$ cat config.mk
export PLATFORM = sky130hd
export DESIGN_NAME = alu_div_sequencer
export DESIGN_NICKNAME = d
export VERILOG_FILES = /design/src/rtl/alu_div_sequencer_pkg.sv /design/src/rtl/alu_div_sequencer.sv
export SDC_FILE = /design/constraint.sdc
export NUM_CORES = 1
export LEC_CHECK = 0
export CAP_MARGIN = 10
export CORE_AREA = 2 2 143 145
export CTS_CLUSTER_SIZE = 20
export DETAILED_ROUTE_END_ITERATION = 8
export DIE_AREA = 0 0 145 147
export PLACE_DENSITY_LB_ADDON = 0.15
export SLEW_MARGIN = 20
export SYNTH_ARGS = -nofsm -noshare
export SYNTH_HDL_FRONTEND = slang
export SYNTH_SLANG_ARGS = --single-unit
$ cat constraint.sdc
create_clock -name clk -period 19.55 [get_ports clk]
set_input_delay 3.91 -clock clk [delete_from_list [all_inputs] [get_ports clk]]
set_output_delay 3.91 -clock clk [all_outputs]
set_load 0.05 [all_outputs]
$ cat src/rtl/alu_div_sequencer_pkg.sv
// Shared ALU definitions: opcode constants and datapath width used by the ALU,
// the decoder and the divide sequencer.
package alu_div_sequencer_pkg;

    localparam int ALU_XLEN = 32;

    localparam logic [3:0] ALU_ADD  = 4'b0000;
    localparam logic [3:0] ALU_SUB  = 4'b0001;
    localparam logic [3:0] ALU_SLL  = 4'b0010;
    localparam logic [3:0] ALU_XOR  = 4'b0100;
    localparam logic [3:0] ALU_OR   = 4'b0110;
    localparam logic [3:0] ALU_AND  = 4'b0111;
    localparam logic [3:0] ALU_SLTU = 4'b1000;

endpackage

$ cat src/rtl/alu_div_sequencer.sv
// Multi-cycle unsigned DIVU/REMU sequencer (restoring division) that borrows the
// shared EX-stage ALU on idle cycles; EX always has priority.
module alu_div_sequencer
    import alu_div_sequencer_pkg::*;
#(
    parameter int XLEN  = ALU_XLEN,
    parameter int CNT_W = 6
) (
    input  logic            clk,
    input  logic            rst,
    input  logic            start,
    input  logic            is_rem,
    input  logic [XLEN-1:0] dividend,
    input  logic [XLEN-1:0] divisor,
    input  logic            abort,
    input  logic            ex_req,
    output logic            alu_sel,
    output logic [3:0]      alu_opcode,
    output logic [XLEN-1:0] alu_a,
    output logic [XLEN-1:0] alu_b,
    input  logic [XLEN-1:0] alu_y,
    output logic            busy,
    output logic            done,
    output logic            div_by_zero,
    output logic [XLEN-1:0] result
);

    typedef enum logic [1:0] {
        S_IDLE = 2'd0,
        S_CMP  = 2'd1,
        S_SUB  = 2'd2,
        S_DONE = 2'd3
    } state_t;

    state_t            state_q, state_d;
    logic [CNT_W-1:0]  cnt_q, cnt_d;
    logic              hi_q, hi_d;
    logic              busy_q, busy_d;
    logic              done_q, done_d;
    logic              dbz_q, dbz_d;
    logic [XLEN-1:0]   result_q, result_d;
    logic [XLEN-1:0]   rem_q, rem_d;
    logic [XLEN-1:0]   quo_q, quo_d;
    logic [XLEN-1:0]   dvs_q, dvs_d;
    logic              is_rem_q, is_rem_d;

    logic              rem_hi;
    logic [XLEN-1:0]   rem_s;
    logic [XLEN-1:0]   quo_sh;
    logic [XLEN-1:0]   quo_set;
    logic [CNT_W-1:0]  cnt_dec;
    logic [CNT_W-1:0]  cnt_nxt;

    // Shift view of the partial remainder: {rem_hi, rem_s} = {rem, quo msb}
    assign rem_hi  = rem_q[XLEN-1];
    assign rem_s   = {rem_q[XLEN-2:0], quo_q[XLEN-1]};
    assign quo_sh  = {quo_q[XLEN-2:0], 1'b0};
    assign quo_set = {quo_q[XLEN-1:1], 1'b1};
    assign cnt_dec = cnt_q - CNT_W'(1);

    always_comb begin
        state_d    = state_q;
        cnt_d      = cnt_q;
        hi_d       = hi_q;
        busy_d     = busy_q;
        done_d     = 1'b0;
        dbz_d      = dbz_q;
        result_d   = result_q;
        rem_d      = rem_q;
        quo_d      = quo_q;
        dvs_d      = dvs_q;
        is_rem_d   = is_rem_q;
        cnt_nxt    = cnt_q;
        alu_sel    = 1'b0;
        alu_opcode = 4'b0000;
        alu_a      = '0;
        alu_b      = '0;

        case (state_q)
            S_IDLE: begin
                if (start && !abort) begin
                    is_rem_d = is_rem;
                    busy_d   = 1'b1;
                    if (divisor != '0) begin
                        rem_d   = '0;
                        quo_d   = dividend;
                        dvs_d   = divisor;
                        cnt_d   = CNT_W'(XLEN);
                        hi_d    = 1'b0;
                        dbz_d   = 1'b0;
                        state_d = S_CMP;
                    end else begin
                        result_d = is_rem ? dividend : '1;
                        dbz_d    = 1'b1;
                        done_d   = 1'b1;
                        state_d  = S_DONE;
                    end
                end
            end
            S_CMP: begin
                if (rem_hi) begin
                    // Shifted value exceeds XLEN bits, so it is certainly >= divisor
                    rem_d   = rem_s;
                    quo_d   = quo_sh;
                    hi_d    = 1'b1;
                    state_d = S_SUB;
                end else if (!ex_req) begin
                    alu_sel    = 1'b1;
                    alu_opcode = ALU_SLTU;
                    alu_a      = rem_s;
                    alu_b      = dvs_q;
                    rem_d      = rem_s;
                    quo_d      = quo_sh;
                    cnt_d      = cnt_dec;
                    hi_d       = 1'b0;
                    if (alu_y[0]) begin
                        if (cnt_dec == '0) begin
                            result_d = is_rem_q ? rem_s : quo_sh;
                            done_d   = 1'b1;
                            state_d  = S_DONE;
                        end
                    end else begin
                        state_d = S_SUB;
                    end
                end
            end
            S_SUB: begin
                if (!ex_req) begin
                    alu_sel    = 1'b1;
                    alu_opcode = ALU_SUB;
                    alu_a      = rem_q;
                    alu_b      = dvs_q;
                    cnt_nxt    = hi_q ? cnt_dec : cnt_q;
                    rem_d      = alu_y;
                    quo_d      = quo_set;
                    cnt_d      = cnt_nxt;
                    hi_d       = 1'b0;
                    if (cnt_nxt == '0) begin
                        result_d = is_rem_q ? alu_y : quo_set;
                        done_d   = 1'b1;
                        state_d  = S_DONE;
                    end else begin
                        state_d = S_CMP;
                    end
                end
            end
            S_DONE: begin
                busy_d  = 1'b0;
                state_d = S_IDLE;
            end
            default: begin
                busy_d  = 1'b0;
                state_d = S_IDLE;
            end
        endcase

        // Flush kills the op and leaves the visible result untouched
        if (abort && state_q != S_IDLE) begin
            state_d    = S_IDLE;
            busy_d     = 1'b0;
            done_d     = 1'b0;
            dbz_d      = dbz_q;
            result_d   = result_q;
            alu_sel    = 1'b0;
            alu_opcode = 4'b0000;
            alu_a      = '0;
            alu_b      = '0;
        end
    end

    always_ff @(posedge clk or posedge rst) begin
        if (rst) begin
            state_q  <= S_IDLE;
            cnt_q    <= '0;
            hi_q     <= 1'b0;
            busy_q   <= 1'b0;
            done_q   <= 1'b0;
            dbz_q    <= 1'b0;
            result_q <= '0;
        end else begin
            state_q  <= state_d;
            cnt_q    <= cnt_d;
            hi_q     <= hi_d;
            busy_q   <= busy_d;
            done_q   <= done_d;
            dbz_q    <= dbz_d;
            result_q <= result_d;
        end
    end

    always_ff @(posedge clk) begin
        rem_q    <= rem_d;
        quo_q    <= quo_d;
        dvs_q    <= dvs_d;
        is_rem_q <= is_rem_d;
    end

    assign busy        = busy_q;
    assign done        = done_q & ~abort;
    assign div_by_zero = dbz_q;
    assign result      = result_q;

endmodule

## Word level (Yosys, flattened, before mapping)

Cells that the tools add are included.

- Add/sub/neg operators: 1
- Equal/unequal tests: 17
- Muxes and demuxes: 77
- Bitwise logic cells: 4
- Reduce and logical (&&, ||, !) cells: 22

Operator list:

| kind | number |
|---|---|
| $mux 32 | 27 |
| $pmux 32 s3 | 3 |
| $pmux 32 s2 | 2 |
| $mux 6 | 6 |
| $reduce_bool 32->1 | 1 |
| $mux 1 | 20 |
| $mux 2 | 9 |
| $ne 2x2->1 const B | 9 |
| $pmux 6 s3 | 1 |
| $logic_not 6->1 | 2 |
| $mux 4 | 3 |
| $reduce_and 10->1 | 1 |
| $reduce_and 5->1 | 2 |
| $ne 3x3->1 const B | 3 |
| $reduce_and 3->1 | 3 |
| $pmux 2 s4 | 1 |
| $pmux 4 s2 | 1 |
| $reduce_and 4->1 | 2 |
| $pmux 1 s3 | 2 |
| $reduce_and 6->1 | 1 |
| $reduce_bool 3->1 | 2 |
| $sub 6x1->6 const B | 1 |
| $ne 5x5->1 const B | 1 |
| $eq 2x2->1 const B | 2 |
| 10 further kinds | 16 |

- Register bits after elaboration: 141
- Input bits: 102
- Output and inout port bits: 104
- Logic and storage cells: 134

## Longest topological paths before layout

Gate-level depths: netlist of the first run.

- Depth in word-level cells: 8
- Depth in mapped cells: 11
- Depth with buffers taken out: 8

## Worst setup path after synthesis of the first run

No wires, ideal clock.

- Path kind: input port to flip-flop
- Start: input port abort
- End: register quo_q[10], enable pin
- Library setup time: 0.587 ns
- Arrival: 9.470 ns
- Required time: 18.963 ns
- Setup slack: 9.492 ns
- Cell stages on the path: 4
- Path buffers: 1
- Path through: clkbuf_1 -> nand2b_1 -> o21a_1 -> a2111oi_0

- Longest elaborated chain between the ends: 4

Ends and longest elaborated chain:

| what | RTL line | text |
|---|---|---|
| start, declared | alu_div_sequencer.sv:15 | `input logic abort,` |
| $logic_not 1->1 | alu_div_sequencer.sv:81 | `if (start && !abort) begin` |
| $logic_and 1x1->1 | alu_div_sequencer.sv:81 |  |
| $ne 2x2->1 (no line) | -- |  |
| $reduce_and 5->1 (no line) | -- |  |
| end signal, assigned | alu_div_sequencer.sv:193 | `quo_q <= quo_d;` |
| end, declared | alu_div_sequencer.sv:43 | `logic [XLEN-1:0] quo_q, quo_d;` |

No other way between the ends.
A chain may end at the register's enable or synchronous reset.

## Worst setup path after layout of the first run

- Start: input port abort
- End: output port alu_b[29]

- Longest elaborated chain between the ends: 2

Ends and longest elaborated chain:

| what | RTL line | text |
|---|---|---|
| $logic_and 1x1->1 | alu_div_sequencer.sv:158 | `if (abort && state_q != S_IDLE) begin` |
| $mux 32 | alu_div_sequencer.sv:158 |  |
| end, declared | alu_div_sequencer.sv:20 | `output logic [XLEN-1:0] alu_b,` |

No other way between the ends.

==> out/metrics.cfg, run 1 <==
[critical_path]
cp_max_fo=33
critical_path.endpoint_type=primary output
path_class=in -> out
slowest_delay_ns=0.81
crit_slowest_cell=clkdlybuf4s50_1
arrival_ns=6.96
crit_chain=clkdlybuf4s50_1 > a21oi_1 > and2_1 > buf_4 > or2_2 > and2_1 > clkdlybuf4s50_1
start_kind=primary input
cp.required_ns=15.64

[clock_network]
clk_path_buf_depth=2
cts_buffers=17
htreeDepth=4
holdBufCountCts=0
path_clk_slew_ns=0.06
root_buffer=clkbuf_16
ctsResizeCount=0
clock_latency_ns=0.42
cts_tree=yes
numClockSinks=141
postCtsSetupBuffers=0

[power]
switching_share_pct=45.0
pwr-share-seq_pct=32.4
power.total_mw=1.83
comb_power_share_pct=51.1
leakage_nw=4.10
p_sw_mw=0.821
powerDensity_mw_per_mm2=173
clkPwrFrac_pct=16.6
p_int_mw=1.00
ir_drop_uv=95.4

[route]
routedWlPerCell_um=18.4
drc=0
vias=6552
firstDrtPassIters=5
via_per_inst=5.47
drtIter0Drc=464
routed_wirelength_um=22100
met1_length_um=10200
ant_nets=0
dr_wl_met3_um=1730
highest-signal-layer=met4
wl_met2_um=9750

[timing]
finalSetupViolCount=0
finalCriticalPeriod_ns=10.87
timing.setup.tns_ns=0
hold_viol_final=0
tightest_slew_ns=0.961
finClkSkew_ns=0.0126
rsz0062_at_grt=false
max_freq_ghz=0.0920
timing.final.crit_share_pct=55.6
max_slew_margin_pct=35.8
slew_viol_final=0

[flow_run]
cap_violations=0

[layout]
nets=1022
drive_gt1_share_pct=7.98
layout_commonest_cell=clkdlybuf4s50_1
final_cell_mix=clkdlybuf4s50_1 (203), edfxtp_1 (97), a21oi_1 (73)
area_delta_synth_final_pct=35.1

[yosys]
synth_compound_area_share_pct=24.3
yosys_warnings=0
postSynthAreaPerCell_um2=10.5
synth_area_leaders=edfxtp_1 (37%), dfrtp_1 (14%), a22o_1 (7.7%)
ys_seq_area_share_pct=51.3
synth_area_mm2=0.00782
synthAdderAreaFrac_pct=0.960
yosys_most_used_dff=edfxtp_1
synth_top_area_share_pct=37.3
synth-seq-cells=141
synth_top_family_by_area=compound AO/OA/AOI/OAI gates
yosysTopAreaCell=edfxtp_1
synth_edf_count=97
syn_inst=747
synth_xor_area_share_pct=0.448
synth_cell_types=57
synthArstFlopShare_pct=31.2
synthSimpleGateAreaFrac_pct=11.0
synth_mux_area_share_pct=5.25

[global_routing]
antenna_found_initial=1
grt-ovfl-total=0
grt.total_usage_pct=20.8
grt_max_degree=105
grt_pass1_wl_um=35000
grt_pass1_vias=6290

[die]
die_width_um=145
pin_count=206
start_util_pct=39.4
chipHeight_um=147
core_mm2=0.0198
die_area_mm2=0.0213
rows=52

[placed_design]
place_congestion=0.844
place_hpwl_um=14900
portBuffers=203

[outcome]
outcome=completed

[worst_hold_path]
hold_path_class=reg -> reg

-- power groups by stage --
stage / combinational [mW] / clock [mW] / sequential (mW)
after global routing: 1.01 / 0.321 / 0.609
after floorplan: 0.562 / 0 / 0.693
after CTS: 0.939 / 0.308 / 0.589
final: 0.932 / 0.302 / 0.591
after detailed placement: 0.936 / 0 / 0.594
after global placement: 0.926 / 0 / 0.593
-- area by class of cell --
cell class                      count  area (um2)
Sequential cell                   141        4010
Timing Repair Buffer              214        2110
Clock buffer                       20         458
Multi-Input combinational cell    479        3320
Clock inverter                     12        90.1
Fill cell                        1755        9280
Antenna cell                        1        2.50
Tap cell                          270         338
Inverter                           61         230
-- cells in the mapped netlist (3+ instances only) --
cell / n
buf_4: 3
o21a_1: 3
buf_1: 9
buf_2: 5
nor3_1: 4
xnor2_1: 4
clkbuf_1: 47
nand3_1: 21
a22o_1: 69
ha_1: 6
o21ai_0: 51
a21oi_1: 73
nor4_1: 10
dfrtp_1: 44
and2_1: 38
inv_1: 61
mux2_4: 13
nand2_1: 44
o211ai_1: 3
mux2_2: 4
mux2i_1: 17
nor2b_1: 4
nor2_1: 19
a221oi_1: 30
buf_6: 3
edfxtp_1: 97
a22oi_1: 26
-- cells by family (layout without fill, tap and decap cells) --
kind of cell             after synthesis  in the layout
adder cells (fa/ha/maj)                6              6
flip-flops                           141            141
buffers and inverters                128            307
other                                  1              3
XOR/XNOR                               4              4
AND/OR/NAND/NOR                      157            157
AO/OA/AOI/OAI                        276            276
multiplexers                          34             34
-- through the flow --
step	cells	hold WS, ns	setup WS [ns]	utilization [%]	cell area (um2)
final	1198	0.492	8.68	53.2	10600
after global routing	1197	0.522	8.46	53.2	10600
after CTS	1197	0.491	8.68	53.2	10600
after detailed placement	1165	0.476	8.68	50.5	10000
after global placement	1165	0.460	8.75	50.5	10000
after floorplan	748	0.541	9.49	-	7820
-- state kept, by name, summed over array words and instances, names as in the netlist --
name and flops:
div_by_zero 1, quo_q 32, busy 1, cnt_q 6
done_q 1, hi_q 1, dvs_q 32, rem_q 32
result 32, is_rem_q 1, state_q 2
-- metal layers --
metal / vias up / global-route usage (%)
li1: 3133 / -
met1: 3122 / 28.9
met2: 268 / 31.0
met3: 29 / 6.09
met4: 0 / 7.97
met5: - / 0
-- critical path, delay by kind of cell --
kind / cells / cell delay, ns
buffers and inverters: 3 / 1.72
and+or+nand+nor: 3 / 1.01
AOI/OAI and AO/OA: 1 / 0.29
-- path summary, 6_finish.rpt --
kind	endpoint	cells after the start	slack [ns]	start
max reg2reg	result[19]	8	16.15	state_q[1]
max	alu_b[29]	7	8.68	abort
max in group asynchronous	cnt_q[3]	2	15.02	rst
min	div_by_zero	2	0.49	div_by_zero
min reg2reg	div_by_zero	2	0.49	div_by_zero
min in group asynchronous	result[25]	2	3.97	rst
Power figures use the tool's default switching activity.
==> run 2, diff against run 1 <==
- clock period: 19.55 -> 10.5 ns (I/O delays scaled with it)
==> run 2 against run 1 <==
Hold slack worse by 0.0085 ns; via count grew 0.24%; global-route usage rose by 0.16 points; sequential share of layout area shrank 0.085 points; critical path type unchanged.
==> out/metrics.cfg, run 2 (synthesis gave the netlist of run 1 again) <==
[clock_network]
ctsResizeCount=0  ; unchanged
clock_latency_ns=0.43  ; about the same
cts_buffers=17  ; unchanged
postCtsSetupBuffers=0  ; unchanged
numClockSinks=141  ; unchanged
cts_tree=yes
htreeDepth=4  ; unchanged
clk_path_buf_depth=2  ; unchanged
path_clk_slew_ns=0.06  ; about the same
holdBufCountCts=0  ; unchanged
root_buffer=clkbuf_16

[timing]
hold_viol_final=0  ; unchanged
slew_viol_final=0  ; unchanged
max_slew_margin_pct=34.6  ; -1.2 points
rsz0062_at_grt=false
max_freq_ghz=0.138
worst_slack_ns=3.24  ; -5.44 ns
tightest_slew_ns=0.981  ; +0.0201 ns
timing.setup.tns_ns=0  ; unchanged
finClkSkew_ns=0.00847  ; -0.00414 ns
finalCriticalPeriod_ns=7.26
timing.final.crit_share_pct=69.2
finalSetupViolCount=0  ; unchanged
holdWs_ns=0.483  ; -0.00845 ns

[route]
drtIter0Drc=519  ; +12%
firstDrtPassIters=5  ; unchanged
routedWlPerCell_um=18.7  ; +1.2%
routed_wirelength_um=22400  ; +1.2%
vias=6568  ; +0.24%
ant_nets=0  ; unchanged
drc=0  ; unchanged
via_per_inst=5.48  ; +0.24%

[die]
pin_count=206  ; unchanged
core_mm2=0.0198  ; unchanged
die_width_um=145  ; unchanged
chipHeight_um=147  ; unchanged
start_util_pct=39.4  ; unchanged
rows=52  ; unchanged
die_area_mm2=0.0213  ; unchanged

[global_routing]
grt-ovfl-total=0  ; unchanged
grt_pass1_wl_um=35300  ; +0.79%
antenna_found_initial=1  ; unchanged
grt.total_usage_pct=21.0  ; +0.16 points
grt_max_degree=105  ; unchanged
grt_pass1_vias=6282  ; -0.13%

[critical_path]
start_kind=primary input
r2r_slack_ns=7.11  ; -9.04 ns
cp_max_fo=33  ; unchanged
path_class=in -> out
critical_path.endpoint_type=primary output
r2r_start=state_q[1]
ff2ff_path_depth=8  ; unchanged
cp.required_ns=8.40  ; -7.24 ns
r2r-end=result[17]
arrival_ns=5.16  ; -1.80 ns

[power]
powerDensity_mw_per_mm2=325  ; +88%
ir_drop_uv=159  ; +67%
leakage_nw=4.11  ; +0.35%

[layout]
final_cell_mix=clkdlybuf4s50_1 (203), edfxtp_1 (97), a21oi_1 (73)
fin_area_mm2=0.0106  ; +0.23%
drive_gt1_share_pct=7.77  ; -0.22 points
layout_commonest_cell=clkdlybuf4s50_1
fin_util_pct=53.4  ; +0.12 points
nets=1022  ; unchanged
area_delta_synth_final_pct=35.4

[placed_design]
place_hpwl_um=14900  ; +0.38%
placed_area_mm2=0.0100  ; unchanged
portBuffers=203  ; unchanged
dp_worst_setup_slack_ns=3.24  ; -5.45 ns
place_congestion=0.844  ; about the same

[outcome]
outcome=completed

[worst_hold_path]
hold_path_end=div_by_zero
hp-start=div_by_zero
holdPathStages=2  ; unchanged
hold_path_class=reg -> reg

[flow_run]
cap_violations=0  ; unchanged

run 2: cell types whose count changed in the layout (fill, tap and decap cells not counted), sizes merged:
| cell | previous run | this run |
|---|---|---|
| bufinv | 0 | 2 |
| clkbuf | 20 | 18 |
| clkinvlp | 5 | 3 |
| clkinv | 6 | 7 |
| inv | 62 | 63 |
run 2: power by group:
group / switching (mW) / internal, mW
registers: 0.183 / 0.917
clock network: 0.248 / 0.349
logic: 1.11 / 0.637
run 2: final cells by class:
type / instances / area, um2
Tap cell: 270 / 338
Multi-Input combinational cell: 479 / 3320
Sequential cell: 141 / 4010
Clock buffer: 18 / 429
Antenna cell: 1 / 2.50
Timing Repair Buffer: 214 / 2110
Fill cell: 1768 / 9260
Clock inverter: 14 / 143
Inverter: 61 / 230
run 2: how the worst max path moves through the flow:
stage | start | endpoint | slack, ns | cells after the start
floorplan | abort | quo_q[10] | 2.25 | 4
global placement | abort | alu_b[30] | 3.32 | 7
detailed placement | abort | alu_b[29] | 3.24 | 7
CTS | abort | alu_b[12] | 3.23 | 7
global route | abort | alu_b[12] | 3.02 | 7
finish | abort | alu_b[29] | 3.24 | 7
run 2: critical path, cell delays in order:
cell,delay (ns)
clkdlybuf4s50_1,0.56
a21oi_1,0.29
and2_1,0.37
buf_4,0.36
or2_2,0.44
and2_1,0.20
clkdlybuf4s50_1,0.81
run 2: per-stage QoR:
step | power [mW] | instances
after floorplan | 2.34 | 748
after global placement | 2.83 | 1165
after detailed placement | 2.85 | 1165
after CTS | 3.46 | 1197
after global routing | 3.65 | 1197
final | 3.44 | 1198
run 2: metal layers:
metal,GRT usage [%],vias up,wire [um]
li1,-,3146,-
met1,29.2,3150,10200
met5,0,-,0
met4,6.24,0,355
met3,6.65,25,1840
met2,31.6,247,9970
==> run 3, diff against run 2 <==
- clock period: 10.5 -> 7.4 ns (I/O delays scaled with it)
==> run 3 against run 2 <==
First-iteration DRC count increased by 3.5%; critical endpoint is now alu_a[8]; via count increased by 1.7%; critical path depth decreased by 1; global-route usage increased by 0.070 points; highest routed layer unchanged; sequential power increased by 44%; largest cell class unchanged.
==> out/metrics.cfg, run 3 (synthesis gave the netlist of run 1 again) <==
[clock_network]
path_clk_slew_ns=0.06  ; about the same
root_buffer=clkbuf_16
postCtsSetupBuffers=0  ; unchanged
cts_buffers=17  ; unchanged
clk_path_buf_depth=2  ; unchanged
htreeDepth=4  ; unchanged
ctsResizeCount=0  ; unchanged
holdBufCountCts=0  ; unchanged
numClockSinks=141  ; unchanged
cts_tree=yes
clock_latency_ns=0.42  ; about the same

[timing]
slew_viol_final=0  ; unchanged
finClkSkew_ns=0.00776  ; -0.000706 ns
finalCriticalPeriod_ns=5.46
timing.final.crit_share_pct=73.8
tightest_slew_ns=0.955  ; -0.0258 ns
worst_slack_ns=1.94  ; -1.30 ns
max_slew_margin_pct=36.3  ; +1.7 points
timing.setup.tns_ns=0  ; unchanged
rsz0062_at_grt=false
max_freq_ghz=0.183
hold_viol_final=0  ; unchanged
finalSetupViolCount=0  ; unchanged

[power]
comb_power_share_pct=50.3  ; -0.4 points
clkPwrFrac_pct=17.5  ; about the same
switching_share_pct=44.9  ; +0.21 points
ir_drop_uv=262  ; +64%
p_int_mw=2.71  ; +42%
powerDensity_mw_per_mm2=463  ; +43%
pwr-share-seq_pct=32.2  ; +0.2 points
power.total_mw=4.92  ; +43%
leakage_nw=4.13  ; +0.36%
p_sw_mw=2.21  ; +44%

[die]
pin_count=206  ; unchanged
chipHeight_um=147  ; unchanged
rows=52  ; unchanged
core_mm2=0.0198  ; unchanged
die_area_mm2=0.0213  ; unchanged
die_width_um=145  ; unchanged
start_util_pct=39.4  ; unchanged

[critical_path]
start_kind=primary input
critical_path.endpoint_type=primary output
path_class=in -> out
arrival_ns=3.98  ; -1.18 ns
cp_max_fo=33  ; unchanged
cp.required_ns=5.92  ; -2.48 ns

[layout]
drive_gt1_share_pct=8.18  ; +0.41 points
layout_commonest_cell=clkdlybuf4s50_1
nFillCells=1818  ; +2.8%
nets=1024  ; +0.20%
finalNonFillerCells=1200  ; +0.17%
area_delta_synth_final_pct=35.8
final_cell_mix=clkdlybuf4s50_1 (203), edfxtp_1 (97), a21oi_1 (73)

[route]
vias=6681  ; +1.7%
drc=0  ; unchanged
firstDrtPassIters=4  ; -1
via_per_inst=5.57  ; +1.6%
drtIter0Drc=537  ; +3.5%
routedWlPerCell_um=18.8  ; +0.73%
ant_nets=0  ; unchanged
routed_wirelength_um=22600  ; +0.89%

[placed_design]
place_congestion=0.861  ; +2.0%
portBuffers=203  ; unchanged
place_hpwl_um=15000  ; +0.39%
placed_cells=1167  ; +0.17%
dp_worst_setup_slack_ns=1.96  ; -1.28 ns

[outcome]
outcome=completed

[global_routing]
grt_pass1_vias=6402  ; +1.9%
grt_max_degree=105  ; unchanged
grt.total_usage_pct=21.1  ; +0.070 points
antenna_found_initial=1  ; unchanged
grt-ovfl-total=0  ; unchanged
grt_pass1_wl_um=35400  ; +0.31%

[flow_run]
cap_violations=0  ; unchanged

[worst_hold_path]
hold_path_class=reg -> reg

run 3: changes by cell type in the layout (fill, tap and decap cells not counted):
cell / delta
inv_8: +1
clkinv_1: -1
clkinv_2: -2
inv_6: +2
clkbuf_1: -1
inv_2: +1
clkinv_4: -1
buf_4: +2
clkinvlp_4: +1
run 3: cell type report:
type / instances / area, um2 / area share, %
flip-flops and latches: 141 / 4010 / 37.8
multi-input cells: 479 / 3320 / 31.2
repair buffers: 216 / 2130 / 20.1
clock buffers: 17 / 425 / 4.01
well taps: 270 / 338 / 3.18
inverters: 61 / 229 / 2.16
clock inverters: 15 / 161 / 1.52
diodes: 1 / 2.50 / 0.0236
run 3: routing by layer:
metal / share of wire, % / GRT usage [%] / vias to the layer above
met5: 0 / 0 / -
met1: 45 / 29.5 / 3234
li1: - / - / 3146
met4: 2.2 / 7.67 / 0
met3: 7.6 / 4.91 / 31
met2: 45 / 32.1 / 270
run 3: worst paths after layout:
check,start,to,slack [ns],cells after the start
min in group asynchronous,rst,result[4],1.56,3
min,div_by_zero,div_by_zero,0.47,2
max in group asynchronous,rst,result[28],5.38,3
max reg2reg,state_q[1],result[17],4.00,8
max,ex_req,alu_a[8],1.94,6
min reg2reg,div_by_zero,div_by_zero,0.47,2
run 3: stage by stage:
stage	instance area (um2)	hold WS (ns)	utilization, %
2_1_floorplan	7820	0.541	-
3_3_place_gp	10000	0.460	50.5
3_5_place_dp	10000	0.462	50.5
4_1_cts	10600	0.479	53.5
5_1_grt	10600	0.524	53.5
6_report	10600	0.473	53.5
run 3: critical path: stages:
cell	delay, ns
clkdlybuf4s50_1	0.57
a21oi_1	0.24
and3_1	0.20
buf_4	0.41
a22o_1	0.25
clkdlybuf4s50_1	0.81
run 3: power by group through the flow:
stage	clock network, mW	registers [mW]	logic (mW)
floorplan	0	1.82	1.49
detailed placement	0	1.58	2.48
global placement	0	1.59	2.45
finish	0.863	1.58	2.47
global route	0.906	1.62	2.67
CTS	0.877	1.58	2.48
